===== src/rtl/dot_product_engine_pkg.sv =====
// dot_pkg: shared state encoding and default widths for dot_product_engine.
package dot_pkg;

  typedef enum logic [1:0] {IDLE, RUN, DRAIN, DONE} dot_state_t;

  localparam int DOT_DATA_WIDTH = 8;
  localparam int DOT_ACC_WIDTH  = 24;
  localparam int DOT_LEN        = 8;

endpackage


===== src/rtl/dot_product_engine_if.sv =====
// dot_product_engine_if: FIFO-side and control/result signals of one engine.
//   start            begin a dot product (sampled in IDLE only)
//   a_/b_empty       FIFO empty flags
//   a_/b_data        FIFO registered read data (valid the cycle after rden)
//   a_/b_rden        pop requests, always identical
//   busy/done/result engine status and dot product
// master = upstream/control side, slave = engine side.
interface dot_product_engine_if #(
  parameter int DATA_WIDTH = 8,
  parameter int ACC_WIDTH  = 24
);
  logic                  start;
  logic                  a_empty;
  logic                  b_empty;
  logic [DATA_WIDTH-1:0] a_data;
  logic [DATA_WIDTH-1:0] b_data;
  logic                  a_rden;
  logic                  b_rden;
  logic                  busy;
  logic                  done;
  logic [ACC_WIDTH-1:0]  result;

  modport master (
    output start, a_empty, b_empty, a_data, b_data,
    input  a_rden, b_rden, busy, done, result
  );

  modport slave (
    input  start, a_empty, b_empty, a_data, b_data,
    output a_rden, b_rden, busy, done, result
  );
endinterface


===== src/rtl/dot_product_engine_mac_unit.sv =====
// mac_unit: registered unsigned multiply-accumulate.
//   clk, rst_n  clock, async active-low reset (acc -> 0)
//   clr_i       synchronous clear, wins over en_i
//   en_i        add a_i*b_i into the accumulator this edge
//   a_i, b_i    operands
//   acc_o       accumulator, wraps modulo 2^ACC_WIDTH
module mac_unit #(
  parameter int DATA_WIDTH = 8,
  parameter int ACC_WIDTH  = 24
) (
  input  logic                  clk,
  input  logic                  rst_n,
  input  logic                  clr_i,
  input  logic                  en_i,
  input  logic [DATA_WIDTH-1:0] a_i,
  input  logic [DATA_WIDTH-1:0] b_i,
  output logic [ACC_WIDTH-1:0]  acc_o
);
  logic [2*DATA_WIDTH-1:0] prod;
  logic [ACC_WIDTH-1:0]    acc_q;
  logic [ACC_WIDTH-1:0]    acc_d;

  assign prod  = a_i * b_i;
  assign acc_d = acc_q + ACC_WIDTH'(prod);
  assign acc_o = acc_q;

  always_ff @(posedge clk or negedge rst_n) begin
    if (!rst_n)     acc_q <= '0;
    else if (clr_i) acc_q <= '0;
    else if (en_i)  acc_q <= acc_d;
  end
endmodule


===== src/rtl/dot_product_engine.sv =====
// dot_product_engine: pops LEN element pairs in lockstep from FIFO A and B
// after a start, accumulates the unsigned products and presents the sum with
// a one-cycle done pulse.
//   clk, rst_n  clock, async active-low reset
//   bus         dot_product_engine_if.slave (start, FIFO flags/data, rden,
//               busy, done, result)
module dot_product_engine
  import dot_pkg::*;
#(
  parameter int DATA_WIDTH = DOT_DATA_WIDTH,
  parameter int ACC_WIDTH  = DOT_ACC_WIDTH,
  parameter int LEN        = DOT_LEN
) (
  input logic                 clk,
  input logic                 rst_n,
  dot_product_engine_if.slave bus
);
  localparam int            CW    = $clog2(LEN + 1);
  localparam logic [CW-1:0] LEN_C = CW'(LEN);

  dot_state_t           state_q;
  logic [CW-1:0]        issued_q;
  logic                 pop_d1_q;
  logic [ACC_WIDTH-1:0] result_q;
  logic [ACC_WIDTH-1:0] acc;
  logic                 pop;
  logic                 clr;

  // Both FIFOs pop together or not at all; an empty on either side stalls.
  assign pop = (state_q == RUN) && !bus.a_empty && !bus.b_empty && (issued_q < LEN_C);
  assign clr = (state_q == IDLE) && bus.start;

  assign bus.a_rden = pop;
  assign bus.b_rden = pop;
  assign bus.busy   = (state_q != IDLE);
  assign bus.done   = (state_q == DONE);
  // In DONE the accumulator already holds the final sum; result_q captures
  // it on the way out so the value stays put until the next DONE.
  assign bus.result = (state_q == DONE) ? acc : result_q;

  mac_unit #(.DATA_WIDTH(DATA_WIDTH), .ACC_WIDTH(ACC_WIDTH)) u_mac (
    .clk   (clk),
    .rst_n (rst_n),
    .clr_i (clr),
    .en_i  (pop_d1_q),
    .a_i   (bus.a_data),
    .b_i   (bus.b_data),
    .acc_o (acc)
  );

  always_ff @(posedge clk or negedge rst_n) begin
    if (!rst_n) begin
      state_q  <= IDLE;
      issued_q <= '0;
      pop_d1_q <= 1'b0;
      result_q <= '0;
    end else begin
      // FIFO data is registered, so the product lands one cycle after rden.
      pop_d1_q <= pop;
      case (state_q)
        IDLE: if (bus.start) begin
          issued_q <= '0;
          state_q  <= RUN;
        end
        RUN: if (pop) begin
          issued_q <= issued_q + CW'(1);
          if (issued_q == LEN_C - CW'(1)) state_q <= DRAIN;
        end
        // The last product is accumulated on the closing edge of DRAIN.
        DRAIN: state_q <= DONE;
        DONE: begin
          result_q <= acc;
          state_q  <= IDLE;
        end
        default: state_q <= IDLE;
      endcase
    end
  end
endmodule


===== src/flat_wrapper.sv =====
// flat-port wrapper written by rule: the top's interface ports become plain ports
module dot_product_engine_flat import dot_pkg::*;
#(
  parameter int DATA_WIDTH = DOT_DATA_WIDTH,
  parameter int ACC_WIDTH  = DOT_ACC_WIDTH,
  parameter int LEN        = DOT_LEN
)
  (clk, rst_n, bus_start, bus_a_empty, bus_b_empty, bus_a_data, bus_b_data, bus_a_rden, bus_b_rden, bus_busy, bus_done, bus_result);
  dot_product_engine_if #(.DATA_WIDTH(DATA_WIDTH), .ACC_WIDTH(ACC_WIDTH)) bus_i ();
  input logic clk;
  input logic rst_n;
  input wire logic [$bits(bus_i.start)-1:0] bus_start;
  input wire logic [$bits(bus_i.a_empty)-1:0] bus_a_empty;
  input wire logic [$bits(bus_i.b_empty)-1:0] bus_b_empty;
  input wire logic [$bits(bus_i.a_data)-1:0] bus_a_data;
  input wire logic [$bits(bus_i.b_data)-1:0] bus_b_data;
  output wire logic [$bits(bus_i.a_rden)-1:0] bus_a_rden;
  output wire logic [$bits(bus_i.b_rden)-1:0] bus_b_rden;
  output wire logic [$bits(bus_i.busy)-1:0] bus_busy;
  output wire logic [$bits(bus_i.done)-1:0] bus_done;
  output wire logic [$bits(bus_i.result)-1:0] bus_result;
  assign bus_i.start = bus_start;
  assign bus_i.a_empty = bus_a_empty;
  assign bus_i.b_empty = bus_b_empty;
  assign bus_i.a_data = bus_a_data;
  assign bus_i.b_data = bus_b_data;
  assign bus_a_rden = bus_i.a_rden;
  assign bus_b_rden = bus_i.b_rden;
  assign bus_busy = bus_i.busy;
  assign bus_done = bus_i.done;
  assign bus_result = bus_i.result;
  dot_product_engine #(.DATA_WIDTH(DATA_WIDTH), .ACC_WIDTH(ACC_WIDTH), .LEN(LEN)) u_core (.clk(clk), .rst_n(rst_n), .bus(bus_i));
endmodule

===== config.mk =====
export PLATFORM = sky130hd
export DESIGN_NAME = dot_product_engine_flat
export DESIGN_NICKNAME = d
export VERILOG_FILES = /design/src/rtl/dot_product_engine_pkg.sv /design/src/rtl/dot_product_engine_if.sv /design/src/rtl/dot_product_engine_mac_unit.sv /design/src/rtl/dot_product_engine.sv /design/src/flat_wrapper.sv
export SDC_FILE = /design/constraint.sdc
export NUM_CORES = 1
export LEC_CHECK = 0
export ABC_CLOCK_PERIOD_IN_PS = 12100
export CAP_MARGIN = 10
export CORE_MARGIN = 10
export CORE_UTILIZATION = 35
export CTS_CLUSTER_SIZE = 12
export DETAILED_ROUTE_END_ITERATION = 12
export GPL_TIMING_DRIVEN = 0
export PLACE_DENSITY = 0.57
export SLEW_MARGIN = 40
export SYNTH_ARGS = -nofsm -noshare
export SYNTH_HDL_FRONTEND = slang
export SYNTH_SLANG_ARGS = --single-unit

===== constraint.sdc =====
create_clock -name clk -period 12.1 [get_ports clk]
set_input_delay 1.21 -clock clk [delete_from_list [all_inputs] [get_ports clk]]
set_output_delay 1.21 -clock clk [all_outputs]
set_load 0.01 [all_outputs]

Word level (Yosys, flattened, before mapping)
Cells that the tools add are included.
Widths: inputs -> output; s select.
- $mul: 1
- mux-type cells: 10
- add/subtract/negate cells: 2
- reductions and logical operators: 12
- $lt $le $gt $ge: 1
- eq/ne operators: 7
- operators with widths (cell ; count):
    $mux 24 ; 3
    $add 24x16->24 ; 1
    $mul 8x8->16 ; 1
    $mux 4 ; 2
    $pmux 2 s4 ; 1
    $pmux 4 s2 ; 1
    $mux 2 ; 3
    $reduce_and 3->1 ; 2
    $reduce_bool 2->1 ; 3
    $add 4x1->4 const B ; 1
    $eq 2x2->1 const B ; 2
    $eq 4x3->1 const B ; 1
    $logic_and 1x1->1 ; 4
    $lt 4x4->1 const B ; 1
    $ne 2x2->1 const B ; 2
    $eq 2x1->1 const B ; 1
    $logic_not 1->1 ; 2
    $logic_not 2->1 ; 1
    $ne 2x1->1 const B ; 1
- input port bits: 21
- flip-flop bits (word level): 55
- word-level logic and storage cells: 38

Depth between registers and ports, before layout
Gate-level depths: netlist of run 1.
- word-level depth: 6
- gate-level depth with buffers: 17
- mapped depth without buffers: 16

By module
A second synthesis of run 1 with hierarchy kept.
- cells, all modules: 533
- area total of the unflattened synthesis: 5148.7 sq um
- by module, submodules not included (module ; cells an instance ; instances ; area an instance (sq um)):
    mac_unit ; 428 ; 1 ; 3751.1
    dot_product_engine ; 105 ; 1 ; 1397.6

Least setup slack after synthesis of run 1
No wires, ideal clock.
- path type: input port to flip-flop
- start: input port bus_a_data[4]
- end: register u_core.u_mac.acc_q[13], in the netlist u_core.u_mac.acc_o[13]
- required time: 11989 ps
- cell stages on the path: 14
- setup time: 111 ps
- setup slack: 6911 ps
- arrival: 5078 ps
- cells stage by stage: and2_1 > fa_1 > fa_1 > inv_1 > fa_1 > fa_1 > inv_1 > ha_1 > and2_4 > a221o_1 > a21oi_2 > nand2_2 > and3_4 > a2111oi_2
- word-level cells in the longest chain between the ends: 4
- RTL lines (what ; line ; RTL):
    from (decl) ; flat_wrapper.sv:15 ; input wire logic [$bits(bus_i.a_data)-1:0] bus_a_data;
    $mul 8x8->16 ; dot_product_engine_mac_unit.sv:23 ; assign prod = a_i * b_i;
    $add 24x16->24 ; dot_product_engine_mac_unit.sv:24 ; assign acc_d = acc_q + ACC_WIDTH'(prod);
    $mux 24 ; dot_product_engine_mac_unit.sv:30 ; else if (en_i) acc_q <= acc_d;
    $mux 24 ; dot_product_engine_mac_unit.sv:29 ; else if (clr_i) acc_q <= '0;
    to (signal assigned) ; dot_product_engine_mac_unit.sv:28 ; if (!rst_n) acc_q <= '0;
    to (signal assigned) ; dot_product_engine_mac_unit.sv:29 ;
    to (signal assigned) ; dot_product_engine_mac_unit.sv:30 ;
    to (decl) ; dot_product_engine_mac_unit.sv:20 ; logic [ACC_WIDTH-1:0] acc_q;
Every way passes these cells. The select of a mux whose other input is x is not followed.
A chain may end at the register's enable or synchronous reset.

Worst setup path after layout of run 1
- start: input port bus_a_data[2]
- end: register u_core.u_mac.acc_q[20], in the netlist u_core.u_mac.acc_o[20]
The elaborated chain is that of the path after synthesis.

==> key figures, run 1 <==
Global routing
  • GRT Overall Usage: 12.08%
  • Initial antenna violation count: 0
  • Vias in the first global route: 4057
  • GRT Residual Overflow: 0
  • First-pass GRT wire length: 20370 um
  • Largest net degree at the start of global routing: 29

Detailed routing
  • Drt first pass iters: 4
  • Vias per std cell: 4.912
  • DR WL/cell: 15.07 um
  • Routed wire length: 11610 um
  • Detailed Route Iter0 Violations: 205
  • DRC viols: 0
  • DR vias: 3782
  • Routed Antenna Nets: 0

STA
  • Fin crit share: 48.78%
  • Clock Skew: 9.985 ps
  • Min Tclk post-route: 5903 ps
  • Max_slew headroom: 55.49%
  • Final setup vio count: 0
  • Final Hold Viols: 0
  • Total negative slack: 0 ps
  • Max Slew Vio Count: 0
  • Maximum clock rate: 169.4 MHz
  • Unrepaired setup endpoints after global routing: false
  • Least-Margin Pin Slew: 665.9 ps

Critical path
  • Crit Path Class: input port to register
  • CP peak stage delay: 570 ps
  • CP bufs+invs: 3
  • Critical Path Start Type: input port
  • Crit path arrival time: 6100 ps
  • Crit-path cells: clkdlybuf4s50_1, and2_1, fa_1, fa_1, fa_1, inv_1, fa_1, inv_1, ha_1, a2111oi_0, o21ai_0, o21ai_1, o31ai_2, and4_1, nor3_1
  • R2R setup slack: 7570 ps
  • Worst EP required: 12300 ps
  • Worst path most repeated cell: fa_1
  • Reg-to-reg critical path startpoint: u_core.u_mac.acc_o[6]
  • Reg2Reg Capture Point: u_core.u_mac.acc_o[22]
  • Crit path max fanout: 8
  • Critical path's slowest cell: clkdlybuf4s50_1
  • Delay-heaviest family, CP: adder cells
  • CP Capture Type: register
  • FF-to-FF path depth: 15

Synth
  • Synth cell types: 55
  • Mean post-synth cell area: 9.649 um^2
  • Syn nets: 649
  • YS warnings: 0
  • Register area share after synthesis: 26.86%
  • Area share of the largest cell type after synthesis: 26.86%
  • Number of enable flip-flop cells after synthesis: 0
  • Synth async-reset ratio: 100.0%
  • Post-Synthesis Cells: 531
  • Flops & latches, synth: 55
  • Synth top area cells: dfrtp_1 (27%), fa_1 (20%), ha_1 (11%)
  • Area leader, netlist: dfrtp_1
  • Predominant post-synthesis flop cell: dfrtp_1
  • Mapped Area: 0.005124 mm^2

Clocking
  • Clk_lat worst skew: 290 ps
  • Post-cts sizing count: 0
  • CTS tree: yes
  • Clock tree buffer depth: 2
  • Clock root cell: clkbuf_16
  • Clk slew on worst S/H paths: 60 ps
  • Post-CTS Hold Buffers: 0
  • CTS H-tree lvls: 2
  • Clock sink count: 55
  • Post CTS Setup Buffer Count: 0
  • TritonCTS buffer count: 5

Run
  • Total of max-cap violations: 0

Placement
  • Final RePlAce weighted congestion: 0.8915
  • Post-DP HPWL: 9539 um
  • I/O Buffers: 46

Finish
  • Fillcell total: 1414
  • Sequential Area: 0.001376 mm^2
  • Share of layout cells above drive strength 1: 8.362%
  • Area growth syn-to-layout: 17.22%
  • Net count, final: 703
  • Multi-input gate area: 0.003318 mm^2
  • Diode count: 0

Floorplan
  • Core Rows: 44
  • Die area: 0.01988 mm^2
  • Initial Util: 35.52%
  • Die Height: 141.0 um
  • Core ar.: 0.01442 mm^2
  • Chip width: 141.0 um
  • Io pins: 49

Hold path
  • Hold depth: 1
  • Worst min path class: register to register
  • Endpoint, Worst Hold: u_core.result_q[23]
  • Worst hold path startpoint: u_core.result_q[23]

Outcome
  • Outcome: finished, final reports clean

Power and ir drop
  • Max IR drop VDD: 0.1032 mV
  • Power density over cell area: 229.5 mW/mm^2
  • Total power: 1.379 mW
  • P_leak: 2.923 nW
[sequential cells by signal, indices dropped and copies added, names as in the netlist]
name and cells:
u_core.result_q 24, u_core.u_mac.acc_o 24, u_core.issued_q 4, u_core.state_q 2
u_core.pop_d1_q 1
[how the worst max path moves through the flow]
stage	from	cells after the start	endpoint	slack, ps
after floorplan	bus_a_data[4]	14	u_core.u_mac.acc_o[13]	6910
final	bus_a_data[2]	15	u_core.u_mac.acc_o[20]	6200
after CTS	bus_a_data[2]	15	u_core.u_mac.acc_o[20]	6180
after global placement	bus_a_data[2]	15	u_core.u_mac.acc_o[20]	5960
after global routing	bus_a_data[2]	15	u_core.u_mac.acc_o[20]	5870
after detailed placement	bus_a_data[2]	15	u_core.u_mac.acc_o[20]	5880
[routing by layer]
layer | GRT usage, % | share of wire, %
met2 | 18.99 | 45
met5 | 0 | 0
met4 | 2.772 | 1.1
met1 | 16.89 | 50
met3 | 2.015 | 3.6
[through the flow]
step | util, % | worst slack, ps | instance area, um^2 | instances | hold slack [ps]
floorplan | - | 6911 | 5124 | 531 | 465.9
global placement | 40.31 | 5963 | 5814 | 761 | 481.6
detailed placement | 40.43 | 5880 | 5832 | 762 | 484.3
CTS | 41.64 | 6182 | 6006 | 770 | 501.1
global route | 41.64 | 5873 | 6006 | 770 | 513.0
finish | 41.64 | 6197 | 6006 | 770 | 495.8
[cells in the final DEF (no fill, tap or decap), types with 6 or more instances in the layout]
master / n
inv_1: 101
dfrtp_1: 55
nand2_1: 52
fa_1: 50
ha_1: 47
clkdlybuf4s50_1: 45
and2_1: 38
mux2_2: 26
nor2_1: 24
a21oi_1: 13
o21ai_0: 13
nand3_1: 10
mux2i_1: 10
clkbuf_1: 8
xnor2_1: 7
a211oi_1: 6
nand4_1: 6
[logic make-up after synthesis]
| family | after synthesis | synth area share, % |
|---|---|---|
| fa+ha+maj | 97 | 31.01 |
| flops | 55 | 26.86 |
| simple gates | 155 | 15.34 |
| mux | 36 | 7.668 |
| buf+inv | 113 | 8.376 |
| xor+xnor | 9 | 1.539 |
| compound gates | 66 | 9.206 |
[power by group]
group	leakage, nW	switching [mW]	internal (mW)	total, mW
Clock	0.0868	0.0642	0.103	0.167
Sequential	0.736	0.0314	0.233	0.265
Combinational	2.10	0.533	0.414	0.947
Total	2.92	0.629	0.750	1.38
[synth_stat cells, types with 3 or more instances]
cell type	number
o21ai_0	13
fa_1	50
nor3_1	5
nand2b_1	3
mux2_2	26
ha_1	47
xnor2_1	7
nand4_1	6
mux2i_1	10
a21oi_1	13
o211ai_1	3
and4_1	3
dfrtp_1	55
nor4_1	3
o21a_1	4
and2_1	38
a211oi_1	6
a41oi_1	3
nor2_1	24
nand2_1	52
nand3_1	10
inv_1	101
clkbuf_1	8
[layout make-up]
class	count	share of cell area (%)
sequential	55	22.92
timing repair buffer	47	7.958
tap	184	3.833
clock inverter	2	0.5833
buffer	12	0.8333
inverter	101	6.313
clock buffer	6	2.312
multi-input combinational	363	55.25
[worst register-to-register path: cells and delay by family (launching register included)]
family	cells	cell delay, ps
DFF	1	380
AOI/OAI and AO/OA	6	1310
buffers and inverters	4	250
adders and majority gates	5	2470
Power figures use the tool's default switching activity.
==> run 2, diff against run 1 <==
Settings changed: ABC_CLOCK_PERIOD_IN_PS 12100 to 5700.
Clock period 12.1 ns to 5.7 ns, I/O delays scaled along.
==> results of run 2 <==
Same layout as run 1 (identical final DEF). Status: finished, final reports clean.
Among the figures that moved: setup slack after placement 5880 ps -> 120.3 ps; clock-pin slew on the worst setup and hold paths 60 ps -> 70 ps; setup slack after layout 6197 ps -> 437.1 ps; hold slack 495.8 ps -> 208.3 ps; register-to-register setup slack 7570 ps -> 1170 ps; total power 1.379 mW -> 2.926 mW; worst IR drop on VDD 0.1032 mV -> 0.2191 mV
